### config.mk
export PLATFORM = sky130hd
export DESIGN_NAME = network_acc_requant_30s_16s
export DESIGN_NICKNAME = d
export VERILOG_FILES = /design/src/rtl/network_acc_requant_30s_16s.sv
export SDC_FILE = /design/constraint.sdc
export NUM_CORES = 1
export LEC_CHECK = 0
export ABC_CLOCK_PERIOD_IN_PS = 11620
export CORE_MARGIN = 1.5
export CORE_UTILIZATION = 40
export DETAILED_ROUTE_END_ITERATION = 8
export PLACE_DENSITY = 0.59
export SYNTH_ARGS = -nofsm -noshare
export SYNTH_HDL_FRONTEND = slang
export SYNTH_SLANG_ARGS = --single-unit
export TNS_END_PERCENT = 50
### constraint.sdc
create_clock -name ap_clk -period 11.62 [get_ports ap_clk]
set_clock_uncertainty 0.2 [all_clocks]
set_input_delay 2.905 -clock ap_clk [delete_from_list [all_inputs] [get_ports ap_clk]]
set_output_delay 2.905 -clock ap_clk [all_outputs]
set_load 0.05 [all_outputs]
### src/rtl/network_acc_requant_30s_16s.sv
// Accumulates signed 30-bit products per vector.
// It then rounds, shifts, applies optional ReLU and saturates to one 16-bit activation.
module network_acc_requant_30s_16s #(
    parameter int unsigned IN_WIDTH  = 30,
    parameter int unsigned ACC_WIDTH = 40,
    parameter int unsigned OUT_WIDTH = 16,
    parameter int unsigned SHIFT_W   = 5
) (
    input  logic                        ap_clk,
    input  logic                        ap_rst,
    input  logic signed [IN_WIDTH-1:0]  prod_dat,
    input  logic                        prod_vld,
    input  logic                        prod_last,
    output logic                        prod_rdy,
    input  logic [SHIFT_W-1:0]          shift,
    input  logic                        relu_en,
    output logic signed [OUT_WIDTH-1:0] out_dat,
    output logic                        out_vld,
    input  logic                        out_rdy,
    output logic [15:0]                 ovf_cnt
);

    localparam int unsigned RND_W = ACC_WIDTH + 1;
    localparam int unsigned CNT_W = 16;
    localparam logic signed [RND_W-1:0] OUT_MAX = RND_W'((1 << (OUT_WIDTH - 1)) - 1);
    localparam logic signed [RND_W-1:0] OUT_MIN = ~OUT_MAX;

    typedef enum logic [1:0] {
        ST_ACC   = 2'd0,
        ST_ROUND = 2'd1,
        ST_HOLD  = 2'd2
    } state_t;

    state_t                      state_q, state_d;
    logic signed [ACC_WIDTH-1:0] acc_q, acc_d;
    logic signed [ACC_WIDTH-1:0] sum_q, sum_d;
    logic [SHIFT_W-1:0]          shift_q, shift_d;
    logic                        relu_q, relu_d;
    logic signed [OUT_WIDTH-1:0] out_dat_q, out_dat_d;
    logic                        out_vld_q, out_vld_d;
    logic [CNT_W-1:0]            ovf_q, ovf_d;

    logic                        accept;
    logic signed [ACC_WIDTH-1:0] beat_ext;
    logic signed [ACC_WIDTH-1:0] beat_sum;
    logic signed [RND_W-1:0]     rnd_add;
    logic signed [RND_W-1:0]     rnd_sum;
    logic signed [RND_W-1:0]     rnd_shr;
    logic signed [OUT_WIDTH-1:0] rq_dat;
    logic                        rq_sat;

    assign prod_rdy = (state_q == ST_ACC);
    assign accept   = prod_vld & prod_rdy;
    assign beat_ext = {{(ACC_WIDTH - IN_WIDTH){prod_dat[IN_WIDTH-1]}}, prod_dat};
    assign beat_sum = acc_q + beat_ext;

    assign out_dat  = out_dat_q;
    assign out_vld  = out_vld_q;
    assign ovf_cnt  = ovf_q;

    // Round half toward +inf; one extra bit keeps the rounding add from wrapping.
    always_comb begin
        rnd_add = '0;
        if (shift_q != '0) begin
            rnd_add = RND_W'(1) << (shift_q - SHIFT_W'(1));
        end
        rnd_sum = $signed({sum_q[ACC_WIDTH-1], sum_q}) + rnd_add;
        rnd_shr = rnd_sum >>> shift_q;
        rq_sat  = 1'b0;
        rq_dat  = rnd_shr[OUT_WIDTH-1:0];
        if (rnd_shr > OUT_MAX) begin
            rq_dat = {1'b0, {(OUT_WIDTH - 1){1'b1}}};
            rq_sat = 1'b1;
        end else if (rnd_shr < OUT_MIN) begin
            rq_dat = {1'b1, {(OUT_WIDTH - 1){1'b0}}};
            rq_sat = 1'b1;
        end
        // ReLU after saturation: a clamped negative still counts as a sat event.
        if (relu_q && rq_dat[OUT_WIDTH-1]) begin
            rq_dat = '0;
        end
    end

    // Next-state and datapath updates.
    always_comb begin
        state_d   = state_q;
        acc_d     = acc_q;
        sum_d     = sum_q;
        shift_d   = shift_q;
        relu_d    = relu_q;
        out_dat_d = out_dat_q;
        out_vld_d = out_vld_q;
        ovf_d     = ovf_q;
        case (state_q)
            ST_ACC: begin
                if (accept) begin
                    if (prod_last) begin
                        sum_d   = beat_sum;
                        acc_d   = '0;
                        shift_d = shift;
                        relu_d  = relu_en;
                        state_d = ST_ROUND;
                    end else begin
                        acc_d = beat_sum;
                    end
                end
            end
            ST_ROUND: begin
                out_dat_d = rq_dat;
                out_vld_d = 1'b1;
                if (rq_sat && (ovf_q != '1)) begin
                    ovf_d = ovf_q + CNT_W'(1);
                end
                state_d = ST_HOLD;
            end
            ST_HOLD: begin
                if (out_rdy) begin
                    out_vld_d = 1'b0;
                    state_d   = ST_ACC;
                end
            end
            default: begin
                state_d = ST_ACC;
            end
        endcase
    end

    always_ff @(posedge ap_clk) begin
        if (ap_rst) begin
            state_q   <= ST_ACC;
            acc_q     <= '0;
            sum_q     <= '0;
            shift_q   <= '0;
            relu_q    <= 1'b0;
            out_dat_q <= '0;
            out_vld_q <= 1'b0;
            ovf_q     <= '0;
        end else begin
            state_q   <= state_d;
            acc_q     <= acc_d;
            sum_q     <= sum_d;
            shift_q   <= shift_d;
            relu_q    <= relu_d;
            out_dat_q <= out_dat_d;
            out_vld_q <= out_vld_d;
            ovf_q     <= ovf_d;
        end
    end

endmodule

# --- Word-level counts from Yosys, hierarchy flattened ---
# Cells that the tools add are included.
# Widths: inputs -> output; s select.
word_totals:
  ff_bits: 121
  input_bits: 41
  output_inout_bits: 34
op_classes:
  addsub: 4
  n_lt_le_gt_ge: 2
  n_eq_ne: 6
  n_shift: 2
  n_mux: 13
  n_bitwise: 1
  reduce_logical: 10
ops:
  columns: ["cell", "count"]
  rows:
  - ["$mux 16", 3]
  - ["$add 40x41->41", 1]
  - ["$gt 41x16->1 const B", 1]
  - ["$lt 41x16->1 const B", 1]
  - ["$mux 41", 1]
  - ["$shl 1x5->41 const A", 1]
  - ["$sshr 41x5->41", 1]
  - ["$add 40x30->40", 1]
  - ["$mux 40", 1]
  - ["$add 16x1->16 const B", 1]
  - ["$ne 16x16->1 const B", 1]
  - ["$mux 2", 3]
  - ["$pmux 2 s3", 1]
  - ["$reduce_and 2->1", 3]
  - ["$reduce_and 3->1", 2]
  - ["$reduce_bool 5->1", 1]
  - ["$sub 5x1->5 const B", 1]
  - ["$ne 2x2->1 const B", 2]
  - ["$mux 1", 3]
  - ["$eq 2x1->1 const B", 1]
  - ["$eq 2x2->1 const B", 1]
  - ["$logic_and 1x1->1", 2]
  - ["$logic_not 2->1", 1]
  - ["$ne 2x1->1 const B", 1]
  - ["other kinds (3)", 3]

# --- Depth between registers and ports, before layout ---
# Gate-level depths: netlist of the first run.
logic_depth:
  ltp_word: 10
  ltp_mapped: 26
  mapped_depth_nobuf: 21

# --- Worst setup path before layout of the first run ---
# No wires, ideal clock.
synth_path:
  path_kind: "in2reg"
  start: "in prod_dat[18]"
  end: "reg acc_q[39]"
  t_arrival_ps: 6369
  setup_slack_ps: 4977
  cell_stages: 14
  path_buffers: 0
  cell_sequence: "ha_1 -> a2111oi_0 -> a21oi_1 -> and3_1 -> a221oi_1 -> o21ai_0 -> a41o_1 -> a2111oi_0 -> nor3_1 -> nand4_1 -> a31oi_1 -> xor2_1 -> or3b_2 -> a31oi_1"
synth_via:
  elab_chain_len: 2
synth_lines:
  columns: ["element", "line_no", "source"]
  rows:
  - ["start, declared", "11", "input logic signed [IN_WIDTH-1:0] prod_dat,"]
  - ["$add 40x30->40", "55", "assign beat_sum = acc_q + beat_ext;"]
  - ["$mux 40", "97", "if (prod_last) begin"]
  - ["end signal, assigned", "131", "acc_q <= '0;"]
  - ["end signal, assigned", "140", "acc_q <= acc_d;"]
  - ["end, declared", "35", "logic signed [ACC_WIDTH-1:0] acc_q, acc_d;"]
# Every way passes these cells.
# A chain may end at the register's enable or synchronous reset.

# --- Worst setup path after layout of the first run ---
layout_path:
  start: "reg shift_q[0]"
  end: "reg ovf_q[5], in the netlist ovf_cnt[5]"
layout_via:
  elab_chain_len: 10
  elab_cells_between_ends: 12
layout_lines:
  columns: ["element", "line_no", "source"]
  rows:
  - ["start, declared", "37", "logic [SHIFT_W-1:0] shift_q, shift_d;"]
  - ["start signal, assigned", "142", "shift_q <= shift_d;"]
  - ["$sub 5x1->5", "65", "rnd_add = RND_W'(1) << (shift_q - SHIFT_W'(1));"]
  - ["$shl 1x5->41", "65", null]
  - ["$mux 41", "64", "if (shift_q != '0) begin"]
  - ["$add 40x41->41", "67", "rnd_sum = $signed({sum_q[ACC_WIDTH-1], sum_q}) + rnd_add;"]
  - ["$sshr 41x5->41 (*)", "68", "rnd_shr = rnd_sum >>> shift_q;"]
  - ["$lt 41x16->1", "74", "end else if (rnd_shr < OUT_MIN) begin"]
  - ["$mux 1", "74", null]
  - ["$mux 1 (*)", "71", "if (rnd_shr > OUT_MAX) begin"]
  - ["$logic_and 1x1->1 (*)", "111", "if (rq_sat && (ovf_q != '1)) begin"]
  - ["$reduce_and 2->1 (no line) (*)", null, null]
  - ["end signal, assigned", "146", "ovf_q <= ovf_d;"]
  - ["end, declared", "41", "logic [CNT_W-1:0] ovf_q, ovf_d;"]
# Mark *: on every way between the ends. The rest lies on a longest branch, timed or not.

==> flow_metrics.py, run 1 <==
metrics = {
    "outcome": {
        "status": "finished, final reports clean",
    },
    "finish": {
        "nFillCells": 2943,
        "drive_gt1_share_pct": 6.77,
        "fin_area_um2": 13300,
        "final_nets": 1742,
        "area_growth_pct": 12.5,
        "n_antenna_cell": 0,
    },
    "detailed_routing": {
        "routed_via_density": 6.01,
        "first_pass_iters": 6,
        "vias": 12200,
        "wire_per_inst_um": 18.1,
        "drc": 0,
        "ant_nets": 0,
        "drt_wl_total_um": 36700,
        "first_iter_violations": 1039,
    },
    "grt": {
        "track_usage_pct": 24.0,
        "grt_overflow": 0,
        "grt_max_degree": 91,
        "first_global_vias": 11200,
        "grt_pass1_wl_um": 59700,
        "antenna_found_initial": 0,
    },
    "die": {
        "core_um2": 28900,
        "initial_utilization_pct": 40.9,
        "rows": 62,
        "dieArea_um2": 30600,
        "die_x_um": 175,
        "io_pins": 75,
        "die_h_um": 175,
    },
    "logic_synthesis": {
        "syn_inst": 1625,
        "syn-cell-area_um2": 11800,
        "synth_fp_nets": 1740,
        "synthArstFlopShare_pct": 0,
        "synth-seq-cells": 121,
        "synth_edf_count": 0,
        "ys_seq_area_share_pct": 20.5,
        "ys.flop_type": "dfxtp_1",
        "synth.distinct_cells": 98,
        "syn_area_per_cell_um2": 7.28,
        "synth_warnings": 0,
    },
    "clocking": {
        "cts-root-buf": "clkbuf_16",
        "htreeDepth": 4,
        "post_cts_buffers": 0,
        "cts_tree": "yes",
        "numClockSinks": 121,
        "cts_resized": 0,
        "cts-hold-fix-buffers": 0,
        "cts-buffers-inserted": 17,
        "clkTransAtPathRegs_ps": 60,
        "clk_path_buf_depth": 2,
        "clkLatencyLatePin_ps": 430,
    },
    "power": {
        "power_mw": 1.39,
        "power_leakage_nw": 5.25,
        "peakVddDrop_uv": 76.1,
        "p_per_area_nw_per_um2": 104,
    },
    "worst_setup_path": {
        "r2r_start": "shift_q[0]$_SDFFE_PP0P_",
        "crit_arrival_ps": 7620,
        "worst_setup_path_start_kind": "flop",
        "cp_max_fo": 54,
        "rrSetupSlack_ps": 4120,
        "reg2reg_depth": 21,
        "worstReg2RegEnd": "ovf_cnt[5]$_SDFFE_PP0P_",
        "crit_required_ps": 11740,
        "cp_cell_sequence": "buf_4 -> inv_1 -> buf_4 -> nand2_1 -> nor3_1 -> ha_1 -> nand2_1 -> o21ai_0 -> a2bb2oi_1 -> a2111oi_2 -> o21ai_0 -> nand4_1 -> nor3b_1 -> a32oi_1 -> mux4_2 -> or4b_1 -> o22ai_2 -> a31oi_1 -> o21ai_4 -> nor3_1 -> mux2_4",
        "slowest_stage": "a2111oi_2",
        "path_class": "reg2reg",
        "end_kind": "flop",
        "cp_slowest_stage_delay_ps": 660,
    },
    "min_path": {
        "min_path_cells": 2,
        "hold_class": "reg2reg",
        "min_from": "sum_q[14]$_SDFFE_PP0P_",
        "whs_endpoint": "sum_q[14]$_SDFFE_PP0P_",
    },
    "placed_design": {
        "place_congestion": 0.967,
        "place_area_um2": 12700,
        "portBuffers": 74,
        "hpwlAfterDp_um": 27500,
    },
    "timing": {
        "worst_slew_pin_slew_ps": 994,
        "fmax_mhz": 133,
        "layout_min_cycle_time_ps": 7500,
        "hold_viol_final": 0,
        "slew_headroom_pct": 33.7,
        "setup_viol": 0,
        "fin_setup_tns_ps": 0,
        "whs_ps": 260,
        "fin_crit_sh_pct": 64.5,
        "final_max_slew_viol_count": 0,
        "grt_setup_unrepaired": "false",
    },
    "job": {
        "maxCapViolations": 0,
    },
}
## registers in the layout, summed over array words and instances, names as in the netlist
signal	count
acc_q	40
sum_q	40
out_dat	16
ovf_cnt	16
shift_q	5
state_q	2
out_vld	1
relu_q	1
## how the worst max path moves through the flow
stage,startpoint,to,slack (ps),cells after the start
after detailed placement,prod_dat[18],acc_q[39]$_SDFFE_PP0P_,3870,16
final,shift_q[0]$_SDFFE_PP0P_,ovf_cnt[5]$_SDFFE_PP0P_,4120,21
after global placement,prod_dat[1],acc_q[39]$_SDFFE_PP0P_,3950,17
after floorplan,prod_dat[18],acc_q[39]$_SDFFE_PP0P_,4980,14
after global routing,shift_q[0]$_SDFFE_PP0P_,out_dat[10]$_SDFFE_PP0P_,3620,21
after CTS,shift_q[1]$_SDFFE_PP0P_,ovf_cnt[5]$_SDFFE_PP0P_,4200,23
## critical path: cells and delay by family (launching register included)
family / cells / cell delay (ps)
multiplexers: 2 / 900
AND/OR/NAND/NOR: 7 / 1860
adder cells (fa/ha/maj): 1 / 520
buffers and inverters: 3 / 870
AO/OA/AOI/OAI: 8 / 2670
flip-flops: 1 / 330
## synthesized netlist by cell type (all sizes together), types with 26 or more instances
master  count  area share [%]
xnor2      38             2.8
buf        33             1.3
and3       27             1.4
nand3      32             1.4
a21oi     167             7.2
a22oi      38             2.4
o211ai     42             2.7
nor3       52             2.2
nor2      194             6.2
o21ai      80             3.5
a211oi     31             2.1
clkbuf     71             2.3
ha         72             7.6
dfxtp     121              20
xor2       28             2.1
nand2     208             6.6
a21o       26             1.6
mux2i      39             3.3
## report_power, final
part / leakage, nW / total [mW] / switching [mW] / internal [mW]
sequential: 0.986 / 0.456 / 0.0172 / 0.438
combinational: 3.99 / 0.399 / 0.248 / 0.151
clock: 0.275 / 0.537 / 0.219 / 0.318
total: 5.25 / 1.39 / 0.483 / 0.908
## cell usage in the layout, fill, tap and decap left out, types with 10 or more instances in the layout
cell	synthesis	routed
a211oi_1	30	30
a21o_1	26	26
a21oi_1	164	164
a22oi_1	38	38
a31oi_1	17	17
and2_1	19	19
and3_1	27	26
buf_4	1	14
clkbuf_16	0	17
clkdlybuf4s50_1	0	73
dfxtp_1	121	120
ha_1	72	72
inv_1	23	23
mux2_2	11	11
mux2i_1	39	39
mux4_2	13	13
nand2_1	207	207
nand2b_1	20	20
nand3_1	31	31
nand4_1	23	23
nor2_1	194	193
nor2b_1	15	15
nor3_1	52	52
o211ai_1	40	40
o21a_1	19	19
o21ai_0	70	70
o31ai_1	10	10
xnor2_1	38	38
xor2_1	28	28
## stage by stage
stage          utilization (%)  std cells  worst slack (ps)
5_1_grt                   46.0       2024              3620
3_5_place_dp              44.0       1992              3870
2_1_floorplan                -       1625              4980
4_1_cts                   46.0       2024              4200
6_report                  46.0       2024              4120
3_3_place_gp              44.0       1992              3950
## cell type report
cell class	count	area, µm²	area share, %
well taps	384	480	3.61
clock inverters	13	148	1.11
inverters	24	90.1	0.676
clock buffers	19	433	3.25
multi-input cells	1376	8910	66.9
flip-flops and latches	121	2420	18.2
repair buffers	87	836	6.27
## metal layers
metal	vias up	global-route usage [%]	wire, µm
met5	-	0	0
met4	0	7.98	850
met2	379	37.7	16200
met1	5688	34.0	17700
met3	58	2.92	1970
li1	6030	-	-
## kinds of logic after synthesis
kind of cell	Yosys count	share of synthesized area [%]
AND/OR/NAND/NOR	643	25.5
AO/OA/AOI/OAI	528	29.9
buffers and inverters	128	4.34
flip-flops	121	20.5
adder cells (fa/ha/maj)	74	7.95
XOR/XNOR	66	4.88
multiplexers	64	6.94
other	1	0.0317
Note: power is estimated with default switching activity, not from simulation.
==> run 2, diff against run 1 <==
- ABC_CLOCK_PERIOD_IN_PS: 11620 -> 6400
- PLACE_DENSITY: 0.59 -> 0.61
- clock period: 11.62 -> 6.4 ns (I/O delays scaled with it)
==> run 2 against run 1 <==
Net effect:
- sequential power up 82%
- first-iteration DRC count up 5.6%
- register-to-register slack worse by 3800 ps
- die area unchanged
- final cell count up 3.8%
- critical path depth up 2
- cell area up 4.8%
- utilization up 2.2 points
- via count up 3.7%
- sequential share of layout area down 0.83 points
- sequential cell count unchanged
==> flow_metrics.py, run 2 (synthesized netlist as in run 1, its figures left out) <==
metrics = {
    "outcome": {
        "status": "finished, final reports clean",
    },
    "worst_setup_path": {
        "slowest_stage": "a2111o_2",
        "rrSetupSlack_ps": 270,
        "crit_arrival_ps": 6280,
        "worstReg2RegEnd": "out_dat[3]$_SDFFE_PP0P_",
        "r2r_start": "shift_q[1]$_SDFFE_PP0P_",
        "end_kind": "flop",
        "cp_slowest_stage_delay_ps": 530,
        "worst_setup_path_start_kind": "flop",
        "startpoint": "shift_q[1]$_SDFFE_PP0P_",
        "crit_required_ps": 6550,
        "cp_max_fo": 15,
        "cp_cell_sequence": "inv_1 -> nand2_1 -> nor3_1 -> ha_1 -> inv_1 -> fa_1 -> nand2b_1 -> a21oi_2 -> o2111ai_1 -> a31oi_2 -> buf_4 -> a21oi_1 -> xor2_1 -> mux2_2 -> a221oi_2 -> mux4_2 -> buf_4 -> nor4b_1 -> nand4_1 -> a2111o_2 -> o21ai_0 -> nand2_2 -> o211ai_1",
        "reg2reg_depth": 23,
        "path_class": "reg2reg",
    },
    "clocking": {
        "clkTransAtPathRegs_ps": 60,
        "htreeDepth": 4,
        "numClockSinks": 121,
        "cts-buffers-inserted": 17,
        "cts_tree": "yes",
        "clkLatencyLatePin_ps": 430,
        "cts-root-buf": "clkbuf_16",
        "clk_path_buf_depth": 2,
    },
    "job": {
        "maxCapViolations": 0,
    },
    "power": {
        "power_switching_share_pct": 34.6,
        "internal_power_mw": 1.72,
        "p_switching_mw": 0.906,
        "clockPowerShare_pct": 38.9,
        "seqPwrFrac_pct": 31.6,
        "p_per_area_nw_per_um2": 188,
        "power_mw": 2.62,
        "power_leakage_nw": 5.64,
        "combPwrFrac_pct": 29.5,
        "peakVddDrop_uv": 137,
    },
    "die": {
        "dieArea_um2": 30600,
        "die_x_um": 175,
        "initial_utilization_pct": 40.9,
        "die_h_um": 175,
        "io_pins": 75,
        "rows": 62,
        "core_um2": 28900,
    },
    "grt": {
        "first_global_vias": 11600,
        "antenna_found_initial": 0,
        "track_usage_pct": 25.0,
        "grt_pass1_wl_um": 62100,
        "grt_max_degree": 69,
        "grt_overflow": 0,
    },
    "detailed_routing": {
        "drt_wl_total_um": 38600,
        "wire_per_inst_um": 18.4,
        "routed.top_layer": "met4",
        "routed_via_density": 6.00,
        "ant_nets": 0,
        "drc": 0,
        "first_pass_iters": 6,
        "met2_length_um": 17000,
        "first_iter_violations": 1097,
        "routed-wl-met3_um": 2190,
        "vias": 12600,
        "wl_met1_um": 18600,
    },
    "timing": {
        "setup_viol": 0,
        "finalWorstSetupSlack_ps": 271,
        "worst_slew_pin_slew_ps": 919,
        "layout_min_cycle_time_ps": 6130,
        "final_max_slew_viol_count": 0,
        "fmax_mhz": 163,
        "whs_ps": 258,
        "hold_viol_final": 0,
        "slew_headroom_pct": 38.6,
        "fin_crit_sh_pct": 95.8,
    },
    "placed_design": {
        "place_area_um2": 13300,
        "place_congestion": 0.955,
        "place_inst": 2067,
        "hpwlAfterDp_um": 29400,
        "portBuffers": 74,
        "dp_slack_ps": 56.7,
    },
    "min_path": {
        "min_from": "sum_q[18]$_SDFFE_PP0P_",
        "hold_class": "reg2reg",
        "whs_endpoint": "sum_q[18]$_SDFFE_PP0P_",
        "min_path_cells": 2,
    },
    "finish": {
        "drive_gt1_share_pct": 11.4,
        "n_antenna_cell": 0,
        "instances_no_fill": 2100,
        "reg_top3": "acc_q: 40 flops, sum_q: 40 flops",
        "fin_area_um2": 14000,
        "final_nets": 1818,
        "mostFrequentLayoutCell": "nand2_1",
        "mostFrequentLayoutCells": "nand2_1, nor2_1, a21oi_1, dfxtp_1, buf_4",
        "area_growth_pct": 17.9,
    },
}
==> run 2: changes by cell type in the layout (fill, tap and decap cells not counted), moves of 2 or more <==
cell	delta
clkinv_2	+2
clkbuf_1	-2
buf_4	+74
o21ai_1	+3
o21ai_0	-3
inv_6	+2
clkinv_4	-3
==> run 2: how the worst max path moves through the flow <==
stage	endpoint	cells after the start	slack, ps
floorplan	ovf_cnt[5]$_SDFFE_PP0P_	23	520
global placement	acc_q[38]$_SDFFE_PP0P_	18	80
detailed placement	acc_q[38]$_SDFFE_PP0P_	18	60
CTS	out_dat[2]$_SDFFE_PP0P_	23	200
global route	ovf_cnt[5]$_SDFFE_PP0P_	24	-10
finish	out_dat[3]$_SDFFE_PP0P_	23	270
==> run 2: cell type report <==
class / count / area [µm²]
clock buffers: 17 / 425
clock inverters: 15 / 175
fillers: 2932 / 15000
inverters: 24 / 90.1
multi-input cells: 1377 / 8950
flip-flops and latches: 121 / 2420
well taps: 384 / 480
repair buffers: 162 / 1410
==> run 2: worst max-delay path, delay by kind of cell (launching register included) <==
family	cells	cell delay, ps
XOR/XNOR	1	180
multiplexers	2	600
AO/OA/AOI/OAI	8	2270
adder cells (fa/ha/maj)	2	640
flip-flops	1	320
buffers and inverters	4	550
AND/OR/NAND/NOR	6	1270
==> run 2: metal layers <==
layer / vias up / global-route usage (%)
li1: 6176 / -
met1: 5956 / 35.2
met2: 409 / 39.8
met3: 59 / 3.22
met4: 0 / 7.02
met5: - / 0
==> run 2: what timing repair did <==
item	in CTS	in global routing
hold buffers	0	0
setup endpoints to repair	0	29
gates resized for setup	0	10
setup buffers	0	0
==> run 2: power groups by stage <==
stage	Sequential [mW]	Clock, mW	Combinational (mW)
floorplan	0.863	0	0.500
CTS	0.829	1.03	0.755
global placement	0.844	0	0.749
finish	0.829	1.02	0.773
global route	0.834	1.07	0.840
detailed placement	0.845	0	0.750
==> run 2: metrics by stage <==
step                setup TNS, ps  util, %
floorplan                       0        -
global placement                0     46.0
detailed placement              0     46.0
CTS                             0     48.1
global route                -11.4     48.2
finish                          0     48.2
